<file path="src/rtl/line_burst_adaptor_pkg.sv">
// Shared definitions for the cache line <-> memory burst adaptor: state type,
// default geometry and line-address alignment.
package line_burst_adaptor_pkg;

    localparam int unsigned LBA_OFFSET = 5;
    localparam int unsigned LBA_BURST  = 64;
    localparam int unsigned LBA_LINE   = 8 << LBA_OFFSET;
    localparam int unsigned LBA_BEATS  = LBA_LINE / LBA_BURST;

    typedef enum logic [2:0] {
        IDLE,
        RD_BURST,
        RD_DONE,
        WR_BURST,
        WR_DONE
    } lba_state_e;

    // Clear the byte-within-line bits of an address.
    function automatic logic [31:0] align_line_addr(input logic [31:0] addr,
                                                    input int unsigned offset);
        logic [31:0] mask;
        mask = '1;
        mask = mask << offset;
        return addr & mask;
    endfunction

endpackage

</file>
<file path="src/rtl/line_burst_adaptor_beat_counter.sv">
// line_beat_counter: beat index within a burst, with clear, enable and a
// last-beat flag; wraps to zero on the final beat.
module line_beat_counter
    import line_burst_adaptor_pkg::*;
#(
    parameter int unsigned BEATS = LBA_BEATS,
    parameter int unsigned CW    = (BEATS > 1) ? $clog2(BEATS) : 1
) (
    input  logic          clk,
    input  logic          rst,
    input  logic          clr_i,
    input  logic          en_i,
    output logic [CW-1:0] count_o,
    output logic [CW-1:0] count_nxt_c,
    output logic          last_c
);

    logic [CW-1:0] count_q;
    logic [CW-1:0] count_d;

    assign last_c = (count_q == CW'(BEATS - 1));

    always_comb begin
        count_d = count_q;
        if (clr_i) begin
            count_d = '0;
        end else if (en_i) begin
            count_d = last_c ? '0 : count_q + CW'(1);
        end
    end

    always_ff @(posedge clk or negedge rst) begin
        if (!rst) begin
            count_q <= '0;
        end else begin
            count_q <= count_d;
        end
    end

    assign count_o     = count_q;
    assign count_nxt_c = count_d;

endmodule

</file>
<file path="src/rtl/line_burst_adaptor.sv">
// Fill/write-back bridge between a full cache line and a 64-bit burst memory bus.
// Optional LINE_BURST_ADAPTOR_PERF_EN adds saturating completed-line counters.
module line_burst_adaptor
    import line_burst_adaptor_pkg::*;
#(
    parameter int unsigned s_offset = LBA_OFFSET,
    parameter int unsigned s_burst  = LBA_BURST
) (
    input  logic                       clk,
    input  logic                       rst,
    input  logic                       read_i,
    input  logic                       write_i,
    input  logic [31:0]                address_i,
    input  logic [(8<<s_offset)-1:0]   line_i,
    output logic [(8<<s_offset)-1:0]   line_o,
    output logic [(1<<s_offset)-1:0]   fill_we_o,
    output logic                       resp_o,
    output logic                       pmem_read_o,
    output logic                       pmem_write_o,
    output logic [31:0]                pmem_address_o,
    output logic [s_burst-1:0]         pmem_wdata_o,
    input  logic [s_burst-1:0]         pmem_rdata_i,
    input  logic                       pmem_resp_i
`ifdef LINE_BURST_ADAPTOR_PERF_EN
    ,
    output logic [31:0]                rd_lines_o,
    output logic [31:0]                wr_lines_o
`endif
);

    localparam int unsigned S_LINE = 8 << s_offset;
    localparam int unsigned WE_W   = 1 << s_offset;
    localparam int unsigned BEATS  = S_LINE / s_burst;
    localparam int unsigned CW     = (BEATS > 1) ? $clog2(BEATS) : 1;

    lba_state_e          state_q, state_d;
    logic [31:0]         addr_q, addr_d;
    logic [S_LINE-1:0]   wline_q, wline_d;
    logic [S_LINE-1:0]   line_q, line_d;
    logic                resp_q, resp_d;
    logic [WE_W-1:0]     fwe_q, fwe_d;
    logic                rd_q, rd_d;
    logic                wr_q, wr_d;
    logic [s_burst-1:0]  wdata_q, wdata_d;

    logic                cnt_clr;
    logic                cnt_en;
    logic [CW-1:0]       cnt_q;
    logic [CW-1:0]       cnt_nxt;
    logic                cnt_last;

    line_beat_counter #(
        .BEATS (BEATS),
        .CW    (CW)
    ) u_beat_counter (
        .clk         (clk),
        .rst         (rst),
        .clr_i       (cnt_clr),
        .en_i        (cnt_en),
        .count_o     (cnt_q),
        .count_nxt_c (cnt_nxt),
        .last_c      (cnt_last)
    );

    // Next state, request latching and fill-line assembly.
    always_comb begin
        state_d = state_q;
        addr_d  = addr_q;
        wline_d = wline_q;
        line_d  = line_q;
        cnt_clr = 1'b0;
        cnt_en  = 1'b0;
        unique case (state_q)
            IDLE: begin
                if (write_i) begin
                    addr_d  = align_line_addr(address_i, s_offset);
                    wline_d = line_i;
                    cnt_clr = 1'b1;
                    state_d = WR_BURST;
                end else if (read_i) begin
                    addr_d  = align_line_addr(address_i, s_offset);
                    cnt_clr = 1'b1;
                    state_d = RD_BURST;
                end
            end
            RD_BURST: begin
                if (pmem_resp_i) begin
                    line_d[32'(cnt_q) * s_burst +: s_burst] = pmem_rdata_i;
                    cnt_en = 1'b1;
                    if (cnt_last) state_d = RD_DONE;
                end
            end
            WR_BURST: begin
                if (pmem_resp_i) begin
                    cnt_en = 1'b1;
                    if (cnt_last) state_d = WR_DONE;
                end
            end
            RD_DONE, WR_DONE: state_d = IDLE;
            default: state_d = IDLE;
        endcase
    end

    // Registered outputs describe the state being entered, so strobes lead by no extra cycle.
    always_comb begin
        rd_d    = (state_d == RD_BURST);
        wr_d    = (state_d == WR_BURST);
        resp_d  = (state_d == RD_DONE) || (state_d == WR_DONE);
        fwe_d   = '0;
        wdata_d = '0;
        if (state_d == RD_DONE) fwe_d = '1;
        if (wr_d) wdata_d = wline_d[32'(cnt_nxt) * s_burst +: s_burst];
    end

    always_ff @(posedge clk or negedge rst) begin
        if (!rst) begin
            state_q <= IDLE;
            addr_q  <= '0;
            wline_q <= '0;
            line_q  <= '0;
            resp_q  <= 1'b0;
            fwe_q   <= '0;
            rd_q    <= 1'b0;
            wr_q    <= 1'b0;
            wdata_q <= '0;
        end else begin
            state_q <= state_d;
            addr_q  <= addr_d;
            wline_q <= wline_d;
            line_q  <= line_d;
            resp_q  <= resp_d;
            fwe_q   <= fwe_d;
            rd_q    <= rd_d;
            wr_q    <= wr_d;
            wdata_q <= wdata_d;
        end
    end

    assign line_o         = line_q;
    assign fill_we_o      = fwe_q;
    assign resp_o         = resp_q;
    assign pmem_read_o    = rd_q;
    assign pmem_write_o   = wr_q;
    assign pmem_address_o = addr_q;
    assign pmem_wdata_o   = wdata_q;

`ifdef LINE_BURST_ADAPTOR_PERF_EN
    logic [31:0] rd_lines_q, rd_lines_d;
    logic [31:0] wr_lines_q, wr_lines_d;

    // Completed-line counters, bumped on DONE entry and saturating.
    always_comb begin
        rd_lines_d = rd_lines_q;
        wr_lines_d = wr_lines_q;
        if (state_d == RD_DONE && state_q != RD_DONE && rd_lines_q != '1)
            rd_lines_d = rd_lines_q + 32'd1;
        if (state_d == WR_DONE && state_q != WR_DONE && wr_lines_q != '1)
            wr_lines_d = wr_lines_q + 32'd1;
    end

    always_ff @(posedge clk or negedge rst) begin
        if (!rst) begin
            rd_lines_q <= '0;
            wr_lines_q <= '0;
        end else begin
            rd_lines_q <= rd_lines_d;
            wr_lines_q <= wr_lines_d;
        end
    end

    assign rd_lines_o = rd_lines_q;
    assign wr_lines_o = wr_lines_q;
`endif

endmodule

</file>
<file path="config.mk">
export PLATFORM = sky130hd
export DESIGN_NAME = line_burst_adaptor
export DESIGN_NICKNAME = d
export VERILOG_FILES = /design/src/rtl/line_burst_adaptor_pkg.sv /design/src/rtl/line_burst_adaptor_beat_counter.sv /design/src/rtl/line_burst_adaptor.sv
export SDC_FILE = /design/constraint.sdc
export NUM_CORES = 1
export LEC_CHECK = 0
export BUFFER_PORTS_ARGS = -buffer_cell sky130_fd_sc_hd__buf_4
export CORE_AREA = 2 2 289 291
export CTS_CLUSTER_SIZE = 12
export DETAILED_ROUTE_END_ITERATION = 16
export DIE_AREA = 0 0 291 293
export SYNTH_ARGS = -nofsm -noshare
export SYNTH_HDL_FRONTEND = slang
export SYNTH_SLANG_ARGS = --single-unit
</file>
<file path="constraint.sdc">
create_clock -name clk -period 3.1 [get_ports clk]
set_input_delay 0.62 -clock clk [delete_from_list [all_inputs] [get_ports clk]]
set_output_delay 0.62 -clock clk [all_outputs]
set_load 0.03 [all_outputs]
</file>
==> impl_metrics.ini <==
[outcome]
status = finished clean

[yosys]
synth-seq-cells = 612
synth_compound_area_share_pct = 9.879
yosys.area_share.simple_pct = 15.32
synthTopCellsByArea = dfrtp_1 59%, nand2_1 11%, mux2_2 9.3%
syn_area_sq_um = 25920
synthCells = 2481
synth_edf_count = 0
synth_top_family_by_area = simple AND/OR/NAND/NOR gates
yosys_warnings = 0
yosys.area.top_type = dfrtp_1
synthMuxAreaShare_pct = 10.29
synthArstFlopShare_pct = 100.0
synth.avg_cell_area_sq_um = 10.45
ys_seq_area_share_pct = 59.07
synth_flop_cell = dfrtp_1
synth_cell_types = 44
synth_xor_area_share_pct = 0
synthDominantCellAreaShare_pct = 59.07
synth-adder-area-share_pct = 0.2896

[critical_path]
critPathArrivalTime_ns = 3.15
crit_type = reg2reg
path_max_fanout = 38
cpMaxStageDelayCell = mux2_4
worst_ep_required_time_ns = 3.61
path_cells = ha_1, and4bb_1, mux2_4, buf_4, nand4_1, and3_1, o32ai_1
end_kind = register
critPathBufInv = 1
cp-start-kind = register
max_stage_delay_ns = 0.58
cp_top_family = simple AND/OR/NAND/NOR gates

[timing]
rsz0062_at_grt = no
fmax_ghz = 0.3793
finalSetupViolations = 0
hold_viol_final = 0
worst_slew_pin_slew_ns = 0.8007
slew_violations = 0
min_period_ns = 2.636
fin_ws_ns = 0.4635
max_slew_margin_pct = 46.62
fin_skew_ns = 0.02646
period_share_pct = 85.05
finalSetupTns_ns = 0
hold_ws_ns = 0.2087

[layout]
layout.cells.non_filler = 4265
final_area_sq_um = 34860
drive_above_1_share_pct = 35.88
layout.nets = 3492
layout_commonest_cell = buf_4
area_growth_pct = 34.45
layout_common_cells = 767 x buf_4, 726 x nand2_1, 612 x dfrtp_1, 261 x o21ai_0, 213 x mux2_2

[global_routing]
antenna_found_initial = 24
grt_max_degree = 90
grt_util_all_layers_pct = 20.27
grt_pass1_vias = 20400
grt_overflow = 0
grt_pass1_wl_microns = 131900

[min_path]
hold_class = in2reg

[power]
irDropWorstVdd_mv = 0.5741
p_per_area_nw_per_um2 = 1106
total_leakage_power_uw = 0.01637

[floorplanning]
core_area_sq_um = 81850
initial_core_util_pct = 31.67
dieArea_sq_um = 85260
rows = 105
fp.dieW_microns = 291
pin_count = 744
die_y_microns = 293

[routing]
drtIter0Drc = 1107
routedWlPerCell_microns = 20.76
drt.antenna.violating_nets = 0
vias = 20430
drcViolationCount = 0
viasPerCell = 4.791
firstDrtPassIters = 5
drt_wl_total_microns = 88560

[clock_network]
cts_sinks = 612
path_clk_slew_ns = 0.06
cts_tree = yes
clockRootBuffer = clkbuf_16
clockBufferDepth = 3
htree_levels = 3
clock_latency_ns = 0.63
cts_buffers = 72

[placed_design]
port_buffers = 733
place_ws_ns = 0.4490
place_area_sq_um = 32430
gp_congestion = 0.8389
dp_cells = 4124
hpwl_microns = 61990

[run]
maxCapViolCount = 0
-- cells in the mapped netlist, types with 2 or more instances --
library cell,instances
nand2_1,730
a211oi_1,26
buf_1,6
and2_1,27
nor3_2,2
a221o_1,12
buf_4,49
a22oi_1,26
o211ai_1,24
a21oi_1,40
o32ai_1,26
buf_6,17
o21ai_0,261
mux2_4,9
nor2_1,29
buf_2,50
mux2_1,8
ha_1,6
clkbuf_1,103
o211ai_2,2
nor3b_1,5
mux2_2,214
nand3_1,27
dfrtp_1,612
o21ai_1,21
nand4_1,26
and3_1,52
inv_1,29
or3_1,27
-- repair_timing --
| item | in CTS | in global routing |
|---|---|---|
| endpoints found under the hold margin | 29 | 0 |
| hold buffers | 1 | 0 |
| setup buffers | 0 | 0 |
| gates resized for setup | 0 | 0 |
-- cell type report --
cell class              count  area (sq um)
inverters                  30         112.6
multi-input cells        1618          9373
clock buffers             109          2092
clock inverters            19         291.5
flip-flops and latches    612         15310
diodes                     12         30.03
well taps                1070          1339
fillers                  7928         46990
repair buffers            795          6304
-- routing by layer --
metal | global-route usage (%) | up-vias | wire length, microns
met4 | 8.088 | 22 | 2848
met5 | 0 | - | 149
met1 | 24.53 | 9971 | 35420
met2 | 33.24 | 641 | 42690
met3 | 6.899 | 156 | 7446
li1 | - | 9644 | -
-- flip-flops by register name, summed over array words and instances, names as in the netlist --
| register | flops |
|---|---|
| fill_we_o | 1 |
| pmem_write_o | 1 |
| state_q | 3 |
| pmem_read_o | 1 |
| pmem_wdata_o | 64 |
| pmem_address_o | 27 |
| resp_o | 1 |
| line_o | 256 |
| u_beat_counter.count_o | 2 |
| wline_q | 256 |
-- stage by stage --
| step | utilization, % | total power, uW |
|---|---|---|
| 2_1_floorplan | - | 23670 |
| 3_3_place_gp | 39.63 | 30030 |
| 3_5_place_dp | 39.63 | 30330 |
| 4_1_cts | 42.55 | 38950 |
| 5_1_grt | 42.58 | 40810 |
| 6_report | 42.59 | 38550 |
-- logic make-up after synthesis --
kind of cell,after synthesis
AO/OA/AOI/OAI,439
AND/OR/NAND/NOR,935
adder cells (fa/ha/maj),6
buffers and inverters,255
other,1
multiplexers,233
flip-flops,612
-- power by group --
part	switching, uW	internal [uW]	leakage, uW	total, uW
Sequential	1530	11400	0.00788	12900
Clock	3520	4970	0.00115	8490
Combinational	10700	6450	0.00734	17200
-- final timing paths --
kind	start	end	slack, ns	cells after the start
worst max-delay path	u_beat_counter.count_o[0]	pmem_wdata_o[27]	0.46	7
worst min register to register	pmem_address_o[31]	pmem_address_o[31]	0.47	2
worst min-delay path	address_i[30]	pmem_address_o[30]	0.21	3
worst max register to register	u_beat_counter.count_o[0]	pmem_wdata_o[27]	0.46	7
max in group asynchronous	rst	line_o[65]	1.51	3
min in group asynchronous	rst	wline_q[229]	0.57	2
-- tightest hold or removal path, stage by stage --
cell and delay, ns:
buf_4 0.07, nand2_1 0.04, nand2_1 0.04
No activity file was read; power rests on OpenSTA's default activity.
